**src/rtl/seven_segment_counter_mux_pkg.sv**
```systemverilog
// Shared constants and helpers for the multiplexed BCD display counter.
// Latency: n/a (types, constants and a width helper only).
// Backpressure: n/a.
package seven_segment_counter_mux_pkg;

    localparam int                BCD_W   = 4;
    localparam int                SEG_W   = 7;
    localparam logic [BCD_W-1:0]  BCD_MAX = 4'd9;

    // Bits needed to hold values 0..n-1; never less than one so that
    // single-entry counters still get a legal declaration.
    function automatic int idx_width(input int n);
        return (n <= 1) ? 1 : $clog2(n);
    endfunction

endpackage

```
**src/rtl/seven_segment_counter_mux_if.sv**
```systemverilog
// Control and display bundle between the pin wrapper (master) and the counter (slave).
// Latency: n/a (wiring only).
// Backpressure: none; display outputs are free-running, control inputs are level-sampled.
//   en, up_down, clear        : counter control, driven by master
//   segments, digit_sel       : multiplexed display drive, driven by slave
//   tick, wrap                : single-cycle event pulses, driven by slave
interface seven_segment_counter_mux_if #(
    parameter int NUM_DIGITS = 4
);
    logic                                        en;
    logic                                        up_down;
    logic                                        clear;
    logic [seven_segment_counter_mux_pkg::SEG_W-1:0] segments;
    logic [NUM_DIGITS-1:0]                       digit_sel;
    logic                                        tick;
    logic                                        wrap;

    modport master (
        output en, up_down, clear,
        input  segments, digit_sel, tick, wrap
    );

    modport slave (
        input  en, up_down, clear,
        output segments, digit_sel, tick, wrap
    );
endinterface

```
**src/rtl/seg7.sv**
```systemverilog
// Shared BCD to 7-segment decoder, active-high segments ordered {g,f,e,d,c,b,a}.
// Latency: combinational.
// Backpressure: n/a.
//   bcd : 4-bit digit in      seg : segment pattern out (blank for 10..15)
module seg7
    import seven_segment_counter_mux_pkg::*;
(
    input  logic [BCD_W-1:0] bcd,
    output logic [SEG_W-1:0] seg
);
    always_comb begin
        seg = 7'h00;
        case (bcd)
            4'd0: seg = 7'h3F;
            4'd1: seg = 7'h06;
            4'd2: seg = 7'h5B;
            4'd3: seg = 7'h4F;
            4'd4: seg = 7'h66;
            4'd5: seg = 7'h6D;
            4'd6: seg = 7'h7D;
            4'd7: seg = 7'h07;
            4'd8: seg = 7'h7F;
            4'd9: seg = 7'h6F;
            default: seg = 7'h00;
        endcase
    end
endmodule

```
**src/rtl/seven_segment_counter_mux_bcd_digit.sv**
```systemverilog
// One BCD digit register with ripple carry/borrow.
// Latency: value updates on the clock edge; carry_out is combinational from carry_in and state.
// Backpressure: none.
//   clk, reset_n : clock, synchronous active-low reset
//   clr          : synchronous zero (wins over stepping)
//   carry_in     : step this digit this cycle
//   inc / dec    : step direction (up / down)
//   val          : registered digit value, always 0..9
//   carry_out    : this digit rolled over (9->0 up, 0->9 down) and the next digit must step
module seven_segment_counter_mux_bcd_digit
    import seven_segment_counter_mux_pkg::*;
(
    input  logic             clk,
    input  logic             reset_n,
    input  logic             clr,
    input  logic             carry_in,
    input  logic             inc,
    input  logic             dec,
    output logic [BCD_W-1:0] val,
    output logic             carry_out
);
    logic [BCD_W-1:0] val_q;
    logic [BCD_W-1:0] val_d;

    always_comb begin
        val_d     = val_q;
        carry_out = 1'b0;
        if (clr) begin
            val_d = '0;
        end else if (carry_in && inc) begin
            if (val_q >= BCD_MAX) begin
                val_d     = '0;
                carry_out = 1'b1;
            end else begin
                val_d = val_q + 4'd1;
            end
        end else if (carry_in && dec) begin
            if (val_q == '0) begin
                val_d     = BCD_MAX;
                carry_out = 1'b1;
            end else begin
                val_d = val_q - 4'd1;
            end
        end
    end

    always_ff @(posedge clk) begin
        if (!reset_n) begin
            val_q <= '0;
        end else begin
            val_q <= val_d;
        end
    end

    assign val = val_q;
endmodule

```
**src/rtl/seven_segment_counter_mux.sv**
```systemverilog
// N-digit up/down BCD counter driving a time-multiplexed 7-segment display.
// Latency: tick, wrap and new digits appear one cycle after the terminal prescaler edge, together.
// Backpressure: none; en=0 freezes counting, the display scan never stalls.
//   clk, reset_n : clock, synchronous active-low reset (overrides everything)
//   bus.slave    : en/up_down/clear in; segments/digit_sel/tick/wrap out
module seven_segment_counter_mux
    import seven_segment_counter_mux_pkg::*;
#(
    parameter int MAX_COUNT  = 'hFFFFF,
    parameter int NUM_DIGITS = 4,
    parameter int MUX_COUNT  = 'h3FF
) (
    input  logic                         clk,
    input  logic                         reset_n,
    seven_segment_counter_mux_if.slave   bus
);
    localparam int PW = idx_width(MAX_COUNT + 1);
    localparam int SW = idx_width(MUX_COUNT + 1);
    localparam int IW = idx_width(NUM_DIGITS);

    // ---------------- prescaler ----------------
    logic [PW-1:0] presc_q, presc_d;
    logic          tick_q, tick_d;
    logic          wrap_q, wrap_d;
    logic          step;

    always_comb begin
        presc_d = presc_q;
        step    = 1'b0;
        if (bus.clear) begin
            presc_d = '0;
        end else if (bus.en) begin
            if (presc_q == PW'(MAX_COUNT)) begin
                presc_d = '0;
                step    = 1'b1;
            end else begin
                presc_d = presc_q + PW'(1);
            end
        end
        tick_d = step;
    end

    // ---------------- digit chain ----------------
    // Each digit gets its own carry nets so the ripple path is a chain of
    // distinct signals rather than a self-referencing vector.
    logic [BCD_W-1:0] digit_val [NUM_DIGITS];

    for (genvar g = 0; g < NUM_DIGITS; g++) begin : g_digit
        logic cin;
        logic cout;
        if (g == 0) begin : g_lsd
            assign cin = step;
        end else begin : g_upper
            assign cin = g_digit[g-1].cout;
        end
        seven_segment_counter_mux_bcd_digit u_digit (
            .clk       (clk),
            .reset_n   (reset_n),
            .clr       (bus.clear),
            .carry_in  (cin),
            .inc       (bus.up_down),
            .dec       (~bus.up_down),
            .val       (digit_val[g]),
            .carry_out (cout)
        );
    end

    // A carry out of the top digit means every digit rolled over: 99..9 -> 0 or 0 -> 99..9.
    assign wrap_d = g_digit[NUM_DIGITS-1].cout;

    // ---------------- display scan ----------------
    logic [SW-1:0]         scan_cnt_q, scan_cnt_d;
    logic [IW-1:0]         scan_idx_q, scan_idx_d;
    logic [NUM_DIGITS-1:0] digit_sel_q, digit_sel_d;

    always_comb begin
        scan_cnt_d  = scan_cnt_q + SW'(1);
        scan_idx_d  = scan_idx_q;
        if (scan_cnt_q == SW'(MUX_COUNT)) begin
            scan_cnt_d = '0;
            if (scan_idx_q == IW'(NUM_DIGITS - 1)) begin
                scan_idx_d = '0;
            end else begin
                scan_idx_d = scan_idx_q + IW'(1);
            end
        end
        digit_sel_d = '0;
        for (int i = 0; i < NUM_DIGITS; i++) begin
            if (scan_idx_d == IW'(i)) begin
                digit_sel_d[i] = 1'b1;
            end
        end
    end

    // ---------------- state ----------------
    always_ff @(posedge clk) begin
        if (!reset_n) begin
            presc_q     <= '0;
            tick_q      <= 1'b0;
            wrap_q      <= 1'b0;
            scan_cnt_q  <= '0;
            scan_idx_q  <= '0;
            digit_sel_q <= NUM_DIGITS'(1);
        end else begin
            presc_q     <= presc_d;
            tick_q      <= tick_d;
            wrap_q      <= wrap_d;
            scan_cnt_q  <= scan_cnt_d;
            scan_idx_q  <= scan_idx_d;
            digit_sel_q <= digit_sel_d;
        end
    end

    // Segment mux reads registered digits and the registered index, so the
    // pattern always belongs to the digit currently strobed.
    logic [BCD_W-1:0] mux_digit;

    always_comb begin
        mux_digit = '0;
        for (int i = 0; i < NUM_DIGITS; i++) begin
            if (scan_idx_q == IW'(i)) begin
                mux_digit = digit_val[i];
            end
        end
    end

    seg7 u_seg7 (
        .bcd (mux_digit),
        .seg (bus.segments)
    );

    assign bus.digit_sel = digit_sel_q;
    assign bus.tick      = tick_q;
    assign bus.wrap      = wrap_q;
endmodule

```
**src/flat_wrapper.sv**
```systemverilog
// flat-port wrapper written by rule: the top's interface ports become plain ports
module seven_segment_counter_mux_flat import seven_segment_counter_mux_pkg::*;
#(
    parameter int MAX_COUNT  = 'hFFFFF,
    parameter int NUM_DIGITS = 4,
    parameter int MUX_COUNT  = 'h3FF
)
  (clk, reset_n, bus_en, bus_up_down, bus_clear, bus_segments, bus_digit_sel, bus_tick, bus_wrap);
  seven_segment_counter_mux_if #(.NUM_DIGITS(NUM_DIGITS)) bus_i ();
  input  logic clk;
  input  logic reset_n;
  input wire logic [$bits(bus_i.en)-1:0] bus_en;
  input wire logic [$bits(bus_i.up_down)-1:0] bus_up_down;
  input wire logic [$bits(bus_i.clear)-1:0] bus_clear;
  output wire logic [$bits(bus_i.segments)-1:0] bus_segments;
  output wire logic [$bits(bus_i.digit_sel)-1:0] bus_digit_sel;
  output wire logic [$bits(bus_i.tick)-1:0] bus_tick;
  output wire logic [$bits(bus_i.wrap)-1:0] bus_wrap;
  assign bus_i.en = bus_en;
  assign bus_i.up_down = bus_up_down;
  assign bus_i.clear = bus_clear;
  assign bus_segments = bus_i.segments;
  assign bus_digit_sel = bus_i.digit_sel;
  assign bus_tick = bus_i.tick;
  assign bus_wrap = bus_i.wrap;
  seven_segment_counter_mux #(.MAX_COUNT(MAX_COUNT), .NUM_DIGITS(NUM_DIGITS), .MUX_COUNT(MUX_COUNT)) u_core (.clk(clk), .reset_n(reset_n), .bus(bus_i));
endmodule
```
**config.mk**
```make
export PLATFORM = sky130hd
export DESIGN_NAME = seven_segment_counter_mux_flat
export DESIGN_NICKNAME = d
export VERILOG_FILES = /design/src/rtl/seven_segment_counter_mux_pkg.sv /design/src/rtl/seven_segment_counter_mux_if.sv /design/src/rtl/seg7.sv /design/src/rtl/seven_segment_counter_mux_bcd_digit.sv /design/src/rtl/seven_segment_counter_mux.sv /design/src/flat_wrapper.sv
export SDC_FILE = /design/constraint.sdc
export NUM_CORES = 1
export LEC_CHECK = 0
export ABC_CLOCK_PERIOD_IN_PS = 2500
export CORE_UTILIZATION = 30
export CTS_CLUSTER_SIZE = 24
export DETAILED_ROUTE_END_ITERATION = 6
export PLACE_DENSITY_LB_ADDON = 0.08
export SYNTH_ARGS = -nofsm -noshare
export SYNTH_HDL_FRONTEND = slang
export SYNTH_SLANG_ARGS = --single-unit
```
**constraint.sdc**
```tcl
create_clock -name clk -period 2.5 [get_ports clk]
set_clock_uncertainty 0.2 [all_clocks]
set_input_delay 0.375 -clock clk [delete_from_list [all_inputs] [get_ports clk]]
set_output_delay 0.375 -clock clk [all_outputs]
set_load 0.02 [all_outputs]
```
==> flow_summary.toml, run 1 <==
[run_status]
status = "finished with violations"
violations = "setup timing"

[layout]
areaGrowthSynthToFinish_pct = 30.80
fin_cells = 616
drive_above_1_share_pct = 25.62
diodes = 0
final_nets = 508

[route]
vias_per_cell = 4.974
vias = 3064
drtPass1Iterations = 4
wl_per_cell_um = 13.29
detail-route-antenna-nets = 0
wirelength_um = 8186
drt_iter0_drc = 106
drc_errors = 0

[clock_network]
numClockSinks = 54
cts_buffers = 5
htree_levels = 2
clock_latency_ns = 0.30
path_clk_slew_ns = 0.10
cts_tree = "done"
root_buffer = "clkbuf_8"
cts_buffer_depth = 2
cts_hold_buf = 0

[synth]
synth.lib_cells_used.distinct = 56
ys_top_cells_by_area = "dfxtp_1 33%, ha_1 9.1%, nor2_1 5.7%, xnor2_1 4.2%, a21oi_1 3.5%"
ys_async_sr_fraction_pct = 0
avgSynthCellArea_um2 = 8.185
synthFlopType = "dfxtp_1"
yosysSeqAreaShare_pct = 32.69
yosysTopAreaCell = "dfxtp_1"
syn_inst = 404
yosys.area.top_type_share_pct = 32.69
yosys_warnings = 0
synth_area_um2 = 3307
ys_ff_latch = 54
syn-num-nets = 433
synth_edf_count = 0

[hold_path]
hold_class = "flop to flop"

[worst_setup_path]
crit_family = "compound AO/OA/AOI/OAI gates"
arrival_ns = 2.22
crit_fanout = 7
path_class = "flop to primary output"
crit_slowest_cell = "dfxtp_2"
cp-start-kind = "flop"
required_ns = 1.92
end_kind = "primary output"
slowest_delay_ns = 0.36
cp_num_buf_inv = 3
crit_chain = "inv_2 -> buf_4 -> ha_4 -> a211oi_2 -> a21o_1 -> ha_1 -> mux2_4 -> o21ai_4 -> buf_6"

[global_route]
grt-ovfl-total = 0
grt_max_degree = 18
grt_pass1_vias = 2990
track_usage_pct = 15.27
antenna_found_initial = 0
grt_first_pass_wirelength_um = 14080

[pwr]
irDropWorstVdd_v = 0.0002175
power_density_nw_per_um2 = 353.3
totalPowerFinal_uw = 1528
power.leakage_uw = 0.001663

[timing]
period_needed_ns = 2.797
rsz0062_at_grt = "true"
tightest_slew_ns = 0.4917
max_freq_ghz = 0.3576
setup_viol_count_final = 7
timing.slew.headroom_pct = 67.22
hold_viol = 0
period_share_pct = 111.9
layout_setup_ws_ns = -0.2967
finalMaxSlewViolations = 0

[floorplanning]
initial_utilization_pct = 31.47
die-height_um = 107.0
io_pins = 18
core_region_area_um2 = 10510
rows = 37
dieArea_um2 = 11450
fp.dieW_um = 107.0

[run]
max-cap-violations = 0

[place]
portBuffers = 17
hpwl_um = 6382
routabilityCongestion = 0.8301
placedCellCount = 604
-- where the power goes --
part / switching (µW) / internal, µW
sequential: 4.72 / 865
clock: 280 / 300
combinational: 43.1 / 35.2
total: 328 / 1200
-- layer usage --
metal | vias up | part of all wire [%] | wire length (µm) | global-route usage, %
li1 | 1589 | - | - | -
met1 | 1443 | 48 | 3909 | 18.81
met2 | 23 | 49 | 3993 | 27.47
met3 | 9 | 2.0 | 165 | 2.188
met4 | 0 | 1.4 | 118 | 4.305
met5 | - | 0 | 0 | 0
-- cells in the final DEF (no fill, tap or decap), types with 4 or more instances in the layout --
| cell type | Yosys | layout |
|---|---|---|
| clkbuf_8 | 0 | 5 |
| ha_2 | 0 | 4 |
| buf_6 | 0 | 6 |
| buf_4 | 0 | 70 |
| nor3_1 | 7 | 7 |
| and3_1 | 4 | 4 |
| a211oi_1 | 6 | 5 |
| nand3_1 | 16 | 16 |
| xor2_1 | 10 | 10 |
| o21ai_0 | 22 | 15 |
| o31ai_1 | 7 | 7 |
| nand2b_1 | 9 | 9 |
| a21oi_1 | 23 | 19 |
| nor3b_1 | 6 | 6 |
| nor4_1 | 4 | 4 |
| nand2_1 | 25 | 25 |
| nor2_1 | 50 | 48 |
| a31oi_1 | 4 | 4 |
| inv_1 | 23 | 20 |
| and2_1 | 4 | 4 |
| dfxtp_1 | 54 | 52 |
| xnor2_1 | 16 | 16 |
| o22ai_1 | 4 | 4 |
| nand4_1 | 8 | 8 |
| clkdlybuf4s50_1 | 0 | 10 |
| ha_1 | 24 | 19 |
-- layout make-up --
| cell class | count | area [µm²] |
|---|---|---|
| clock inverters | 1 | 30.03 |
| clock buffers | 7 | 76.32 |
| well taps | 136 | 170.2 |
| repair buffers | 87 | 698.2 |
| fillers | 1067 | 6183 |
| inverters | 23 | 86.33 |
| flip-flops and latches | 54 | 1084 |
| multi-input cells | 308 | 2181 |
-- worst paths after layout --
| check | startpoint | endpoint | slack (ns) | cells after the start |
|---|---|---|---|---|
| min | u_core.scan_cnt_q[0] | u_core.scan_cnt_q[0] | 0.27 | 1 |
| min reg2reg | u_core.scan_cnt_q[0] | u_core.scan_cnt_q[0] | 0.27 | 1 |
| max reg2reg | u_core.g_digit[2].u_digit.val[1] | u_core.g_digit[3].u_digit.val[0] | 0.15 | 8 |
| max | u_core.scan_idx_q[0] | bus_segments[3] | -0.30 | 9 |
-- synthesized netlist by cell type, types with 5 or more instances --
| cell | count |
|---|---|
| xnor2_1 | 16 |
| a211oi_1 | 6 |
| dfxtp_1 | 54 |
| nand2b_1 | 9 |
| nand4_1 | 8 |
| nor3b_1 | 6 |
| inv_1 | 23 |
| nor2_1 | 50 |
| nor3_1 | 7 |
| o31ai_1 | 7 |
| o21ai_0 | 22 |
| clkbuf_1 | 14 |
| mux2_2 | 5 |
| nand2_1 | 25 |
| a21oi_1 | 23 |
| nand3_1 | 16 |
| ha_1 | 24 |
| xor2_1 | 10 |
-- cell families after synthesis --
family	count (synthesis)	synth area share, %
flops	54	32.69
xor+xnor	26	6.886
mux	8	2.989
fa+ha+maj	24	9.081
simple gates	153	23.99
buf+inv	42	4.918
compound gates	97	19.45
-- state kept, by name (all words and copies together) (netlist names) --
signal and count:
u_core.bus.tick 1, u_core.scan_cnt_q 10, u_core.g_digit.u_digit.val 16, u_core.presc_q 20, u_core.bus.digit_sel 4, u_core.scan_idx_q 2, u_core.bus.wrap 1
-- metrics by stage --
stage | util (%) | setup slack (ns) | TNS (ns) | hold WS, ns | cell area, µm²
6_report | 41.16 | -0.2967 | -1.567 | 0.2728 | 4325
5_1_grt | 41.16 | -0.4322 | -2.692 | 0.2909 | 4325
4_1_cts | 41.09 | -0.2972 | -1.649 | 0.2725 | 4318
3_5_place_dp | 39.21 | -0.5627 | -3.609 | 0.2492 | 4120
3_3_place_gp | 39.21 | -0.5400 | -3.245 | 0.2420 | 4120
2_1_floorplan | - | -0.02210 | -0.03397 | 0.2264 | 3371
-- repair_timing --
item / 4_1_cts / 5_1_grt
pin swaps: 9 / 1
resized for setup: 61 / 1
buffers inserted: 4 / 0
endpoints found under the setup margin: 7 / 7
Note: power is estimated with default switching activity, not from simulation.
==> inputs of run 2 (changes only) <==
--- a/config.mk
+++ b/config.mk
@@ -6,10 +6,11 @@
 export NUM_CORES = 1
 export LEC_CHECK = 0
 export ABC_CLOCK_PERIOD_IN_PS = 2500
+export CORE_MARGIN = 2
 export CORE_UTILIZATION = 30
-export CTS_CLUSTER_SIZE = 24
 export DETAILED_ROUTE_END_ITERATION = 6
 export PLACE_DENSITY_LB_ADDON = 0.08
+export SKIP_LAST_GASP = 1
 export SYNTH_ARGS = -nofsm -noshare
 export SYNTH_HDL_FRONTEND = slang
 export SYNTH_SLANG_ARGS = --single-unit
==> run 2 against run 1 <==
  * Power is 1.9% higher
  * Utilization is 0.57 points lower
  * The flow still finishes with violations (setup timing)
  * Wire length increased by 3.8%
  * Highest routed layer unchanged
  * Global-route usage is 0.11 points higher
  * Cell count up 1.5%
  * First-iteration DRC count increased by 5.7%
  * Register-to-register slack about the same
  * Combinational power up 4.3%
  * Critical path type unchanged
==> flow_summary.toml, run 2 (synthesized netlist as in run 1, its figures left out) <==
[timing]
max_freq_ghz = 0.3556
hold_viol = 0
period_needed_ns = 2.812
setup_viol_count_final = 7
period_share_pct = 112.5
finalMaxSlewViolations = 0
tightest_slew_ns = 0.4273
rsz0062_at_grt = "true"
whs_ns = 0.2782
timing.slew.headroom_pct = 71.45
layout_setup_ws_ns = -0.3122

[layout]
largest_reg_flops = 20
drive_above_1_share_pct = 26.19
regMostFlops = "u_core.presc_q"
final_nets = 513
diodes = 0
areaGrowthSynthToFinish_pct = 32.46
layout_common_cells = "75 x buf_4, 51 x dfxtp_1, 49 x nor2_1, 25 x nand2_1, 21 x inv_1"
layout_commonest_cell = "buf_4"
fin_cells = 625

[clock_network]
htree_levels = 2
cts_buffer_depth = 2
cts_tree = "done"
root_buffer = "clkbuf_8"
clock_latency_ns = 0.31
cts_hold_buf = 0
numClockSinks = 54
path_clk_slew_ns = 0.11
cts_buffers = 5

[floorplanning]
die-height_um = 109.0
fp.dieW_um = 109.0
initial_utilization_pct = 30.64
rows = 38
core_region_area_um2 = 10790
dieArea_um2 = 11880
io_pins = 18

[worst_setup_path]
arrival_ns = 2.24
rrSetupSlack_ns = 0.16
crit_chain = "inv_2 -> buf_6 -> ha_4 -> a21oi_2 -> o21ai_1 -> a22oi_2 -> ha_1 -> mux2_4 -> o21ai_4 -> buf_6"
path_common_cell = "buf_6"
crit_fanout = 7
required_ns = 1.92
crit_slowest_cell = "dfxtp_4"
path_class = "flop to primary output"
cp-start-kind = "flop"
slowest_delay_ns = 0.39
crit_family = "compound AO/OA/AOI/OAI gates"
cp_num_buf_inv = 3
end_kind = "primary output"

[place]
hpwl_um = 6533
routabilityCongestion = 0.7923
placedCellCount = 616
portBuffers = 17

[route]
vias_per_cell = 4.955
drc_errors = 0
wirelength_um = 8494
wl_per_cell_um = 13.59
detail-route-antenna-nets = 0
drtPass1Iterations = 4
vias = 3097
drt_iter0_drc = 112

[run_status]
status = "finished with violations"
violations = "setup timing"

[global_route]
grt_max_degree = 17
use_met2_pct = 27.95
globalRoute.busiestLayer = "met2"
grt-ovfl-total = 0
grt_first_pass_wirelength_um = 14650
track_usage_pct = 15.38
use_met1_pct = 19.62
antenna_found_initial = 0
use_met3_pct = 1.614
grt_pass1_vias = 3111

[hold_path]
hold_class = "flop to flop"

[pwr]
power.leakage_uw = 0.001676
power_density_nw_per_um2 = 355.5
irDropWorstVdd_v = 0.0002367

[run]
max-cap-violations = 0
[run 2: changes by cell type in the layout (fill, tap and decap cells not counted), moves of 2 or more]
| cell | change |
|---|---|
| o21ai_2 | -2 |
| buf_4 | +5 |
| ha_2 | -2 |
| ha_4 | +2 |
[run 2: worst reg2reg max path: stages, from the launching register on]
cell and delay, ns:
dfxtp_1 0.39, ha_1 0.19, and3_2 0.20, nand4_2 0.12
or4_1 0.60, buf_4 0.20, a211o_1 0.22, a21oi_1 0.16
[run 2: final timing paths]
check,to,start,cells past startpoint
min reg2reg,u_core.scan_cnt_q[0],u_core.scan_cnt_q[0],1
max,bus_segments[3],u_core.scan_idx_q[0],10
min,u_core.scan_cnt_q[0],u_core.scan_cnt_q[0],1
max reg2reg,u_core.g_digit[1].u_digit.val[2],u_core.presc_q[0],7
[run 2: cell type report]
class                      count  area, µm²
tap                          140      175.2
fill                        1091       6412
timing repair buffer          92      735.7
clock inverter                 2      37.54
clock buffer                   6      72.57
inverter                      23      86.33
sequential                    54       1087
multi-input combinational    308       2186
[run 2: what timing repair did]
| action | 4_1_cts | 5_1_grt |
|---|---|---|
| pin swaps | 5 | 0 |
| gates resized for setup | 51 | 9 |
| endpoints found under the hold margin | 0 | 0 |
| setup buffers | 1 | 0 |
| setup endpoints to repair | 7 | 9 |
[run 2: metal layers]
metal / routed length, µm / part of all wire [%] / vias to the layer above
met5: 0 / 0 / -
met4: 40 / 0.47 / 0
met3: 270 / 3.2 / 2
met2: 4253 / 50 / 42
met1: 3930 / 46 / 1448
li1: - / - / 1605
[run 2: report_power, final]
group,internal (µW),switching [µW],total [µW],leakage [µW]
Sequential,864,4.39,868,0.000437
Clock,300,308,607,0.0000514
Combinational,38.1,43.6,81.7,0.00119
Total,1200,356,1560,0.00168
[run 2: stage by stage]
step	cell area (µm²)	power (µW)	utilization (%)	setup TNS, ns	setup slack, ns
6_report	4380	1557	40.59	-1.695	-0.3122
5_1_grt	4380	1621	40.59	-2.676	-0.4244
4_1_cts	4348	1586	40.29	-1.743	-0.3063
3_5_place_dp	4185	971.9	38.78	-3.446	-0.5519
3_3_place_gp	4185	971.3	38.78	-3.198	-0.5254
2_1_floorplan	3371	928.4	-	-0.03397	-0.02210
==> inputs of run 3 (changes only) <==
--- a/config.mk
+++ b/config.mk
@@ -9,6 +9,7 @@
 export CORE_MARGIN = 2
 export CORE_UTILIZATION = 30
 export DETAILED_ROUTE_END_ITERATION = 6
+export MAX_ROUTING_LAYER = met4
 export PLACE_DENSITY_LB_ADDON = 0.08
 export SKIP_LAST_GASP = 1
 export SYNTH_ARGS = -nofsm -noshare
==> run 3 against run 2 <==
  * The run still ends with setup timing left
  * Power is 0.23% higher
  * Clock-buffer cell count stayed put
  * Combinational power barely moved
  * Fmax is 0.17% lower
  * Worst setup slack got worse by 0.0048 ns
  * Sequential power hardly changed
  * First-iteration DRC count shrank 12%
  * Critical path type unchanged
  * Highest routed layer unchanged
==> flow_summary.toml, run 3 (synthesized netlist as in run 1, its figures left out) <==
[floorplanning]
dieArea_um2 = 11880
fp.dieW_um = 109.0
io_pins = 18
rows = 38
core_region_area_um2 = 10790
initial_utilization_pct = 30.64
die-height_um = 109.0

[place]
portBuffers = 17
routabilityCongestion = 0.8035
hpwl_um = 6533
postPlaceCellArea_um2 = 4185
pre_cts_slack_ns = -0.5519
placedCellCount = 616

[timing]
setup_viol_count_final = 7
period_share_pct = 112.7
period_needed_ns = 2.817
hold_viol = 0
tightest_slew_ns = 0.3981
max_freq_ghz = 0.3550
layout_setup_ws_ns = -0.3170
rsz0062_at_grt = "true"
finalMaxSlewViolations = 0
timing.slew.headroom_pct = 72.77

[route]
detail-route-antenna-nets = 0
vias = 3115
wirelength_um = 8557
drtPass1Iterations = 4
vias_per_cell = 4.984
drt_iter0_drc = 99
drc_errors = 0
wl_per_cell_um = 13.69

[clock_network]
path_clk_slew_ns = 0.11
clock_latency_ns = 0.31
cts_tree = "done"
root_buffer = "clkbuf_8"
cts_hold_buf = 0
htree_levels = 2
cts_buffers = 5
numClockSinks = 54
cts_buffer_depth = 2

[worst_setup_path]
arrival_ns = 2.24
crit_start = "u_core.scan_idx_q[0]"
crit_fanout = 7
end_kind = "primary output"
rrSetupSlack_ns = 0.15
cp-start-kind = "flop"
cp-endpoint = "bus_segments[3]"
path_class = "flop to primary output"
r2r-start = "u_core.presc_q[0]"
rr_endpoint = "u_core.g_digit[1].u_digit.val[2]"
reg2reg_depth = 7
required_ns = 1.92

[run_status]
status = "finished with violations"
violations = "setup timing"

[global_route]
track_usage_pct = 15.83
grt_first_pass_wirelength_um = 14650
grt-ovfl-total = 0
antenna_found_initial = 0
grt_pass1_vias = 3108
grt_max_degree = 17

[layout]
fin_cells = 625
diodes = 0
final_nets = 513
areaGrowthSynthToFinish_pct = 32.46
final_util_pct = 40.59
final_area_um2 = 4380
layout_common_cells = "75 x buf_4, 51 x dfxtp_1, 49 x nor2_1, 25 x nand2_1, 21 x inv_1"
layout_commonest_cell = "buf_4"
regMostFlops = "u_core.presc_q"
largest_reg_flops = 20
drive_above_1_share_pct = 26.19

[pwr]
power_density_nw_per_um2 = 356.3
power.leakage_uw = 0.001676
p_clk_share_pct = 39.2
seq_power_share_pct = 55.6
p_switching_uw = 359.1
totalPowerFinal_uw = 1561
power_frac_comb_pct = 5.2
internal_power_uw = 1202
irDropWorstVdd_v = 0.0002402
swShare_pct = 23.00

[hold_path]
hold_class = "flop to flop"

[run]
max-cap-violations = 0
[run 3: through the flow]
step                      TNS [ns]  hold slack [ns]
after floorplan           -0.03397           0.2264
after global placement      -3.198           0.2439
after detailed placement    -3.446           0.2554
after CTS                   -1.743           0.2814
after global routing        -2.676           0.3205
final                       -1.729           0.2782
[run 3: how the worst min path moves through the flow]
stage                         start              endpoint  slack, ns  cells after the start
6_report       u_core.scan_cnt_q[0]  u_core.scan_cnt_q[0]       0.28                      1
5_1_grt        u_core.scan_cnt_q[0]  u_core.scan_cnt_q[0]       0.32                      1
4_1_cts        u_core.scan_cnt_q[0]  u_core.scan_cnt_q[0]       0.28                      1
3_5_place_dp   u_core.scan_cnt_q[0]  u_core.scan_cnt_q[0]       0.26                      1
3_3_place_gp   u_core.scan_cnt_q[0]  u_core.scan_cnt_q[0]       0.24                      1
2_1_floorplan  u_core.scan_cnt_q[0]  u_core.scan_cnt_q[0]       0.23                      1
[run 3: cell type report]
cell class / instances / area [µm²]
clock buffer: 6 / 72.57
clock inverter: 2 / 37.54
fill: 1091 / 6412
inverter: 23 / 86.33
multi-input combinational: 308 / 2186
sequential: 54 / 1087
tap: 140 / 175.2
timing repair buffer: 92 / 735.7
[run 3: critical path: stages (launching register included)]
cell and delay (ns):
dfxtp_4 0.39, inv_2 0.05, buf_6 0.11, ha_4 0.17, a21oi_2 0.10, o21ai_1 0.08
a22oi_2 0.20, ha_1 0.29, mux2_4 0.29, o21ai_4 0.12, buf_6 0.13
[run 3: routing by layer]
layer,track usage (%),wire length [µm]
met5,-,0
met4,3.022,57
met3,1.614,184
met2,27.95,4254
met1,19.62,4060
[run 3: power groups by stage]
stage | clock network [µW] | registers, µW | logic [µW]
floorplan | 0 | 888 | 40.0
global placement | 0 | 889 | 82.1
detailed placement | 0 | 889 | 82.8
CTS | 634 | 870 | 83.1
global route | 659 | 870 | 91.7
finish | 611 | 868 | 81.5
[run 3: timing repair]
item | CTS | global route
setup endpoints to repair | 7 | 9
setup buffers | 1 | 0
gates cloned | 0 | 0
gates resized for setup | 51 | 9
pin swaps | 5 | 0
